$ cat src/rtl/mem_port_arbiter.sv
// Shares one memory port between IFU and LSU: one transaction at a time, fixed latency LAT.
// Optional macro MEM_ARB_ROUND_ROBIN_EN: round-robin on conflict (default: LSU has fixed priority).
module mem_port_arbiter #(
  parameter int ADDR_W = 32,
  parameter int DATA_W = 32,
  parameter int LAT    = 1
) (
  input  logic              clk,
  input  logic              rst_n,
  input  logic              ifu_req_valid,
  output logic              ifu_req_ready,
  input  logic [ADDR_W-1:0] ifu_addr,
  output logic              ifu_resp_valid,
  output logic [DATA_W-1:0] ifu_rdata,
  input  logic              lsu_req_valid,
  output logic              lsu_req_ready,
  input  logic              lsu_wen,
  input  logic [ADDR_W-1:0] lsu_addr,
  input  logic [DATA_W-1:0] lsu_wdata,
  input  logic [7:0]        lsu_wmask,
  input  logic [2:0]        lsu_readop,
  output logic              lsu_resp_valid,
  output logic [DATA_W-1:0] lsu_rdata,
  output logic              mem_access,
  output logic              mem_read,
  output logic              mem_wen,
  output logic [2:0]        mem_readop,
  output logic [7:0]        mem_wmask,
  output logic [ADDR_W-1:0] mem_raddr,
  output logic [ADDR_W-1:0] mem_waddr,
  output logic [DATA_W-1:0] mem_wdata,
  input  logic [DATA_W-1:0] mem_rdata,
  output logic [1:0]        dbg_state
);

  typedef enum logic [1:0] {S_IDLE = 2'd0, S_ISSUE = 2'd1, S_WAIT = 2'd2, S_RESP = 2'd3} state_t;

  state_t            r_state, w_next;
  logic [2:0]        r_cnt;
  logic [ADDR_W-1:0] r_addr;
  logic              r_wen;
  logic [DATA_W-1:0] r_wdata;
  logic [7:0]        r_wmask;
  logic [2:0]        r_readop;
  logic              r_owner_lsu;
  logic [DATA_W-1:0] r_ifu_rdata, r_lsu_rdata;
  logic              w_prio_lsu, w_grant_lsu, w_grant_ifu, w_hs;

`ifdef MEM_ARB_ROUND_ROBIN_EN
  logic r_last_lsu;
  always_ff @(posedge clk or negedge rst_n) begin
    if (!rst_n)    r_last_lsu <= 1'b1;
    else if (w_hs) r_last_lsu <= w_grant_lsu;
  end
  assign w_prio_lsu = ~r_last_lsu;
`else
  assign w_prio_lsu = 1'b1;
`endif

  // Handshake: a transfer happens in a cycle where valid & ready are both high.
  // Ready is only offered in IDLE, to at most one requester, and never without valid;
  // requesters hold valid and payload stable until they see ready.
  always_comb begin
    w_grant_lsu = 1'b0;
    w_grant_ifu = 1'b0;
    if (r_state == S_IDLE) begin
      w_grant_lsu = lsu_req_valid & (~ifu_req_valid | w_prio_lsu);
      w_grant_ifu = ifu_req_valid & ~w_grant_lsu;
    end
  end

  assign w_hs          = w_grant_lsu | w_grant_ifu;
  assign ifu_req_ready = w_grant_ifu;
  assign lsu_req_ready = w_grant_lsu;

  always_comb begin
    w_next = r_state;
    case (r_state)
      S_IDLE:  if (w_hs) w_next = S_ISSUE;
      S_ISSUE: w_next = S_WAIT;
      S_WAIT:  if (r_cnt == 3'd1) w_next = S_RESP;
      S_RESP:  w_next = S_IDLE;
      default: w_next = S_IDLE;
    endcase
  end

  always_ff @(posedge clk or negedge rst_n) begin
    if (!rst_n) r_state <= S_IDLE;
    else        r_state <= w_next;
  end

  always_ff @(posedge clk or negedge rst_n) begin
    if (!rst_n) begin
      r_cnt       <= '0;
      r_addr      <= '0;
      r_wen       <= 1'b0;
      r_wdata     <= '0;
      r_wmask     <= '0;
      r_readop    <= '0;
      r_owner_lsu <= 1'b0;
      r_ifu_rdata <= '0;
      r_lsu_rdata <= '0;
    end else begin
      case (r_state)
        S_IDLE: if (w_hs) begin
          // Fetches are always word reads, so their size code is fixed here.
          r_addr      <= w_grant_lsu ? lsu_addr : ifu_addr;
          r_wen       <= w_grant_lsu & lsu_wen;
          r_wdata     <= w_grant_lsu ? lsu_wdata : '0;
          r_wmask     <= w_grant_lsu ? lsu_wmask : '0;
          r_readop    <= w_grant_lsu ? lsu_readop : 3'h2;
          r_owner_lsu <= w_grant_lsu;
        end
        S_ISSUE: r_cnt <= 3'(LAT);
        S_WAIT: begin
          if (r_cnt == 3'd1) begin
            r_cnt <= '0;
            if (r_owner_lsu) r_lsu_rdata <= r_wen ? '0 : mem_rdata;
            else             r_ifu_rdata <= mem_rdata;
          end else begin
            r_cnt <= r_cnt - 3'd1;
          end
        end
        default: ;
      endcase
    end
  end

  always_comb begin
    mem_access     = 1'b0;
    mem_read       = 1'b0;
    mem_wen        = 1'b0;
    mem_readop     = '0;
    mem_wmask      = '0;
    mem_raddr      = '0;
    mem_waddr      = '0;
    mem_wdata      = '0;
    ifu_resp_valid = 1'b0;
    lsu_resp_valid = 1'b0;
    if (r_state == S_ISSUE) begin
      mem_access = 1'b1;
      if (r_wen) begin
        mem_wen   = 1'b1;
        mem_waddr = r_addr;
        mem_wdata = r_wdata;
        mem_wmask = r_wmask;
      end else begin
        mem_read   = 1'b1;
        mem_raddr  = r_addr;
        mem_readop = r_readop;
      end
    end
    if (r_state == S_RESP) begin
      ifu_resp_valid = ~r_owner_lsu;
      lsu_resp_valid = r_owner_lsu;
    end
  end

  assign ifu_rdata = r_ifu_rdata;
  assign lsu_rdata = r_lsu_rdata;
  assign dbg_state = r_state;

endmodule

$ cat config.mk
export PLATFORM = sky130hd
export DESIGN_NAME = mem_port_arbiter
export DESIGN_NICKNAME = d
export VERILOG_FILES = /design/src/rtl/mem_port_arbiter.sv
export SDC_FILE = /design/constraint.sdc
export NUM_CORES = 1
export LEC_CHECK = 0
export BUFFER_PORTS_ARGS = -buffer_cell sky130_fd_sc_hd__clkbuf_2
export CORE_AREA = 2 2 126 128
export DETAILED_ROUTE_END_ITERATION = 12
export DIE_AREA = 0 0 128 130
export PLACE_DENSITY = 0.86
export SLEW_MARGIN = 25
export SYNTH_ARGS = -nofsm -noshare
export SYNTH_HDL_FRONTEND = slang
export SYNTH_SLANG_ARGS = --single-unit
export TNS_END_PERCENT = 30
$ cat constraint.sdc
create_clock -name clk -period 3.1 [get_ports clk]
set_clock_uncertainty 0.1 [all_clocks]
set_input_delay 0.465 -clock clk [delete_from_list [all_inputs] [get_ports clk]]
set_output_delay 0.465 -clock clk [all_outputs]
set_load 0.1 [all_outputs]
# Yosys cells after proc, flatten, opt, wreduce, memory -nomap -nowiden
# Cells that the tools add are included.
[totals]
reg_bits = 146
in_bits = 144
out_inout_bits = 180
elab_cells = 57
[op_classes]
add_sub_neg = 1
eq_ne = 6
muxes = 29
n_bitwise = 5
n_reduce_logical = 6
[op_table]
columns = ["operator", "n"]
rows = [
  ["2-to-1 mux 32 bit", 9],
  ["2-to-1 mux 8 bit", 3],
  ["2-to-1 mux 3 bit", 4],
  ["2-to-1 mux 1 bit", 9],
  ["one-hot mux 2 bit (4 select lines)", 1],
  ["one-hot mux 3 bit (2 select lines)", 1],
  ["AND reduction 3 bit", 2],
  ["equality test 2 bit (second input constant)", 2],
  ["2-to-1 mux 2 bit", 2],
  ["!= test 2 bit (second input constant)", 2],
  ["AND reduction 2 bit", 2],
  ["equality test 3 x 1 -> 1 bit (second input constant)", 1],
  ["subtractor 3 x 1 -> 3 bit (second input constant)", 1],
  ["bitwise AND 1 bit", 2],
  ["equality test 2 x 1 -> 1 bit (second input constant)", 1],
  ["logical NOT 2 bit", 1],
  ["NOT 1 bit", 2],
  ["nonzero test 2 bit", 1],
  ["bitwise OR 1 bit", 1],
]

# Logic depth before layout (Yosys ltp)
[logic_depth]
ltp_word = 6
ltp_mapped = 8
ltp_nobuf = 5

# Least setup slack after synthesis
# Ideal clock, no wire load.
[synth_timing]
path_kind = "register to output"
startpoint = "reg r_state[0], in the netlist dbg_state[0]"
endpoint = "out mem_raddr[22]"
arrival_time_ns = 4.188
t_required_ns = 2.535
slack_ns = -1.653
path_stages_with_launch = 5
path_buffers = 1
cell_sequence = "dfrtp_1 ha_1 nor2b_1 clkbuf_1 and2_1"
[synth_between]
elab_chain_len = 2
[synth_rtl]
columns = ["item", "line_no", "text"]
rows = [
  ["from (decl)", "38", "state_t r_state, w_next;"],
  ["from (signal assigned)", "89", "else r_state <= w_next;"],
  ["equality test 2 x 1 -> 1 bit", "140", "if (r_state == S_ISSUE) begin"],
  ["2-to-1 mux 32 bit", "140", ""],
  ["to (decl)", "29", "output logic [ADDR_W-1:0] mem_raddr,"],
]
# Every way passes these cells.

# Worst setup path after layout
[layout_timing]
startpoint = "reg r_state[1], in the netlist dbg_state[1]"
endpoint = "out mem_wdata[8]"
[layout_between]
elab_chain_len = 2
[layout_rtl]
columns = ["item", "line_no", "text"]
rows = [
  ["equality test 2 x 1 -> 1 bit", "140", ""],
  ["2-to-1 mux 32 bit", "140", ""],
  ["to (decl)", "31", "output logic [DATA_W-1:0] mem_wdata,"],
]
# Every way passes these cells.

==> summary.txt <==
Post-synthesis compound-gate area fraction: 11.26%
Largest net degree at the start of global routing: 107
Core area: 0.01542 mm²
RD Place Congestion: 0.8253
Setup TNS: 0 ns
Synth area leader: dfrtp_1
Synth area leaders: dfrtp_1 (55%), and3_1 (6.7%), a22o_1 (5.8%)
Via-to-Cell Ratio: 5.138
Max_cap viols: 0
Clock Tree Buf Depth: 2
Post-synth cell types: 30
Vias in the first global route: 5585
Hold/Removal Path Class: in -> async
Final Hold Vio Count: 11
DR iter-0 viols: 196
# resized after CTS: 0
Initial antenna violation count: 0
First-pass GRT wire length: 29.33 mm
Ys Warns: 0
Share of the synthesized area in the top cell type: 54.72%
Syn-to-layout area delta: 45.69%
Clock period minus worst slack: 2.886 ns
Status: finished with violations
Adder-cell area share of the yosys netlist: 1.124%
Sequential area share after synthesis: 54.72%
Post-Syn Instances: 612
Layout cells sized above 1: 53.54%
Gr ovfl total: 0
Mux cell area share after synthesis: 10.21%
Site Rows: 46
Mapped Nets: 762
Reg clk slew, reported paths: 0.06 ns
Skew-Pair Late Insertion Delay: 0.41 ns
Total CTS buffers: 17
Type of origin of the critical path: register
Worst hold slack: -0.03486 ns
Via count: 5775
Port buffer count: 323
XOR/XNOR Fraction of Synth Area: 0%
Hpwl dp: 14.04 mm
Die Ht: 130 µm
Crit path cell chain: inv_1 -> ha_4 -> buf_4 -> and3_1 -> clkbuf_2
Worst slew margin: 49.07%
Remaining DRCs: 0
CTS tree: done
Reg2reg setup slack: 1.00 ns
# clock sinks: 146
Antenna diodes: 0
CTS Hold Bufs: 0
Syn_area_per_cell: 10.91 µm²
Crit path max fanout: 29
Total track usage: 22.84%
Max incr delay on CP: 0.47 ns
Final worst-path cycle share: 93.11%
Initial Util: 43.28%
Wire per inst: 17.09 µm
Slowest stage cell on the critical path: clkbuf_2
Die area: 0.01664 mm²
Failing checks: negative hold slack
Crit. End Element: primary output
Htree depth: 4
Worst-Margin Slew: 0.7639 ns
Critical Path RT: 2.53 ns
# IOs: 324
Post-CTS Setup Inserts: 0
Final setup fails: 0
Flops & latches, synth: 146
Clock Tree Root: clkbuf_16
Routed wire length: 19.21 mm
Peak Freq: 346.4 MHz
Synth Area in Simple Gates: 18.68%
Final core occ: 63.06%
Die span in x: 128 µm
Mapped Area: 0.006676 mm²
Max Slew Vio Count: 0
Largest family of logic cells by synthesized area: simple AND/OR/NAND/NOR gates
Routed Antenna Nets: 0
Crit Path Category: reg -> out
Worst Path Arrival: 2.32 ns
Nets: 1069
RSZ-0062 raised after global routing: no
Drt pass-1 iters: 4
-- layout by cell type, fill, tap and decap left out, types with 2 or more instances in the layout --
master / netlist / final
a22o_1: 44 / 44
and2_1: 37 / 8
and2_2: 0 / 20
and2_4: 0 / 9
and3_1: 72 / 15
and3_2: 0 / 57
buf_12: 0 / 41
buf_4: 6 / 11
clkbuf_16: 0 / 17
clkbuf_2: 1 / 285
clkinv_2: 0 / 2
clkinvlp_4: 0 / 2
dfrtp_1: 146 / 143
dfrtp_2: 0 / 3
ha_1: 6 / 5
inv_1: 6 / 6
inv_6: 0 / 5
inv_8: 0 / 4
mux2_2: 33 / 33
mux2i_1: 31 / 31
nand2_1: 69 / 69
nand2b_1: 32 / 32
nand3b_1: 2 / 2
nor2_1: 4 / 4
nor2b_1: 3 / 2
o21ai_0: 66 / 66
-- area by class of cell --
| type | instances | area (µm²) |
|---|---|---|
| clock buffers | 17 | 425.4 |
| clock inverters | 15 | 138.9 |
| fillers | 1200 | 5698 |
| inverters | 7 | 26.28 |
| multi-input cells | 409 | 2898 |
| flip-flops and latches | 146 | 3657 |
| well taps | 192 | 240.2 |
| repair buffers | 338 | 2341 |
-- worst max-delay path: cells and delay by family (launching register included) --
kind | cells | cell delay, ns
AND/OR/NAND/NOR | 1 | 0.22
adder cells (fa/ha/maj) | 1 | 0.33
buffers and inverters | 3 | 0.90
flip-flops | 1 | 0.44
-- stage by stage --
step	instance area (µm²)	std cells	hold WS (ns)	setup slack, ns
finish	9727	1124	-0.03486	0.2135
global route	9727	1124	0.04373	0.09965
CTS	9727	1124	0.01866	0.1856
detailed placement	9163	1092	0.3705	0.6395
global placement	9163	1092	0.3601	0.6939
floorplan	6814	612	0.06941	0.09230
-- layer usage --
metal / vias up / track usage [%] / share of wire [%] / routed length [µm]
met4: 0 / 8.403 / 2.2 / 431
met5: - / 0 / 0 / 0
li1: 2749 / - / - / -
met3: 32 / 6.847 / 8.1 / 1548
met1: 2725 / 27.39 / 40 / 7674
met2: 269 / 39.19 / 50 / 9553
-- path summary, 6_finish.rpt --
path | start | end | cells past startpoint
max | dbg_state[1]$_DFFE_PN0P_ | mem_wdata[8] | 5
min | rst_n | r_addr[13]$_DFFE_PN0P_ | 1
max reg2reg | dbg_state[0]$_DFFE_PN0P_ | ifu_rdata[27]$_DFFE_PN0P_ | 5
min reg2reg | lsu_rdata[3]$_DFFE_PN0P_ | lsu_rdata[3]$_DFFE_PN0P_ | 2
max in group asynchronous | rst_n | dbg_state[1]$_DFFE_PN0P_ | 2
min in group clk | lsu_wdata[22] | r_wdata[22]$_DFFE_PN0P_ | 2
-- state kept, by name, summed over array words and instances (netlist names) --
register	flops
ifu_rdata	32
lsu_rdata	32
r_addr	32
r_wdata	32
r_wmask	8
r_cnt	3
r_readop	3
dbg_state	2
r_owner_lsu	1
r_wen	1
-- synth_stat cells, drive strengths merged --
| master | instances |
|---|---|
| a21oi | 1 |
| a22o | 44 |
| a22oi | 1 |
| a31oi | 1 |
| and2 | 37 |
| and3 | 72 |
| buf | 14 |
| clkbuf | 36 |
| dfrtp | 146 |
| ha | 6 |
| inv | 7 |
| mux2 | 33 |
| mux2i | 31 |
| nand2 | 70 |
| nand2b | 33 |
| nand3b | 2 |
| nand4b | 1 |
| nor2 | 4 |
| nor2b | 3 |
| nor3b | 1 |
| nor4bb | 1 |
| o21ai | 67 |
| o22a | 1 |
-- kinds of logic (layout without fill, tap and decap cells) --
logic type	count (synthesis)	in the layout
compound gates	115	115
fa+ha+maj	6	6
buf+inv	57	377
flops	146	146
mux	64	64
simple gates	224	224
Power is left out: the tool's default activity adds up to more than one toggle a clock period on the data nets, which glitch-free logic cannot reach.
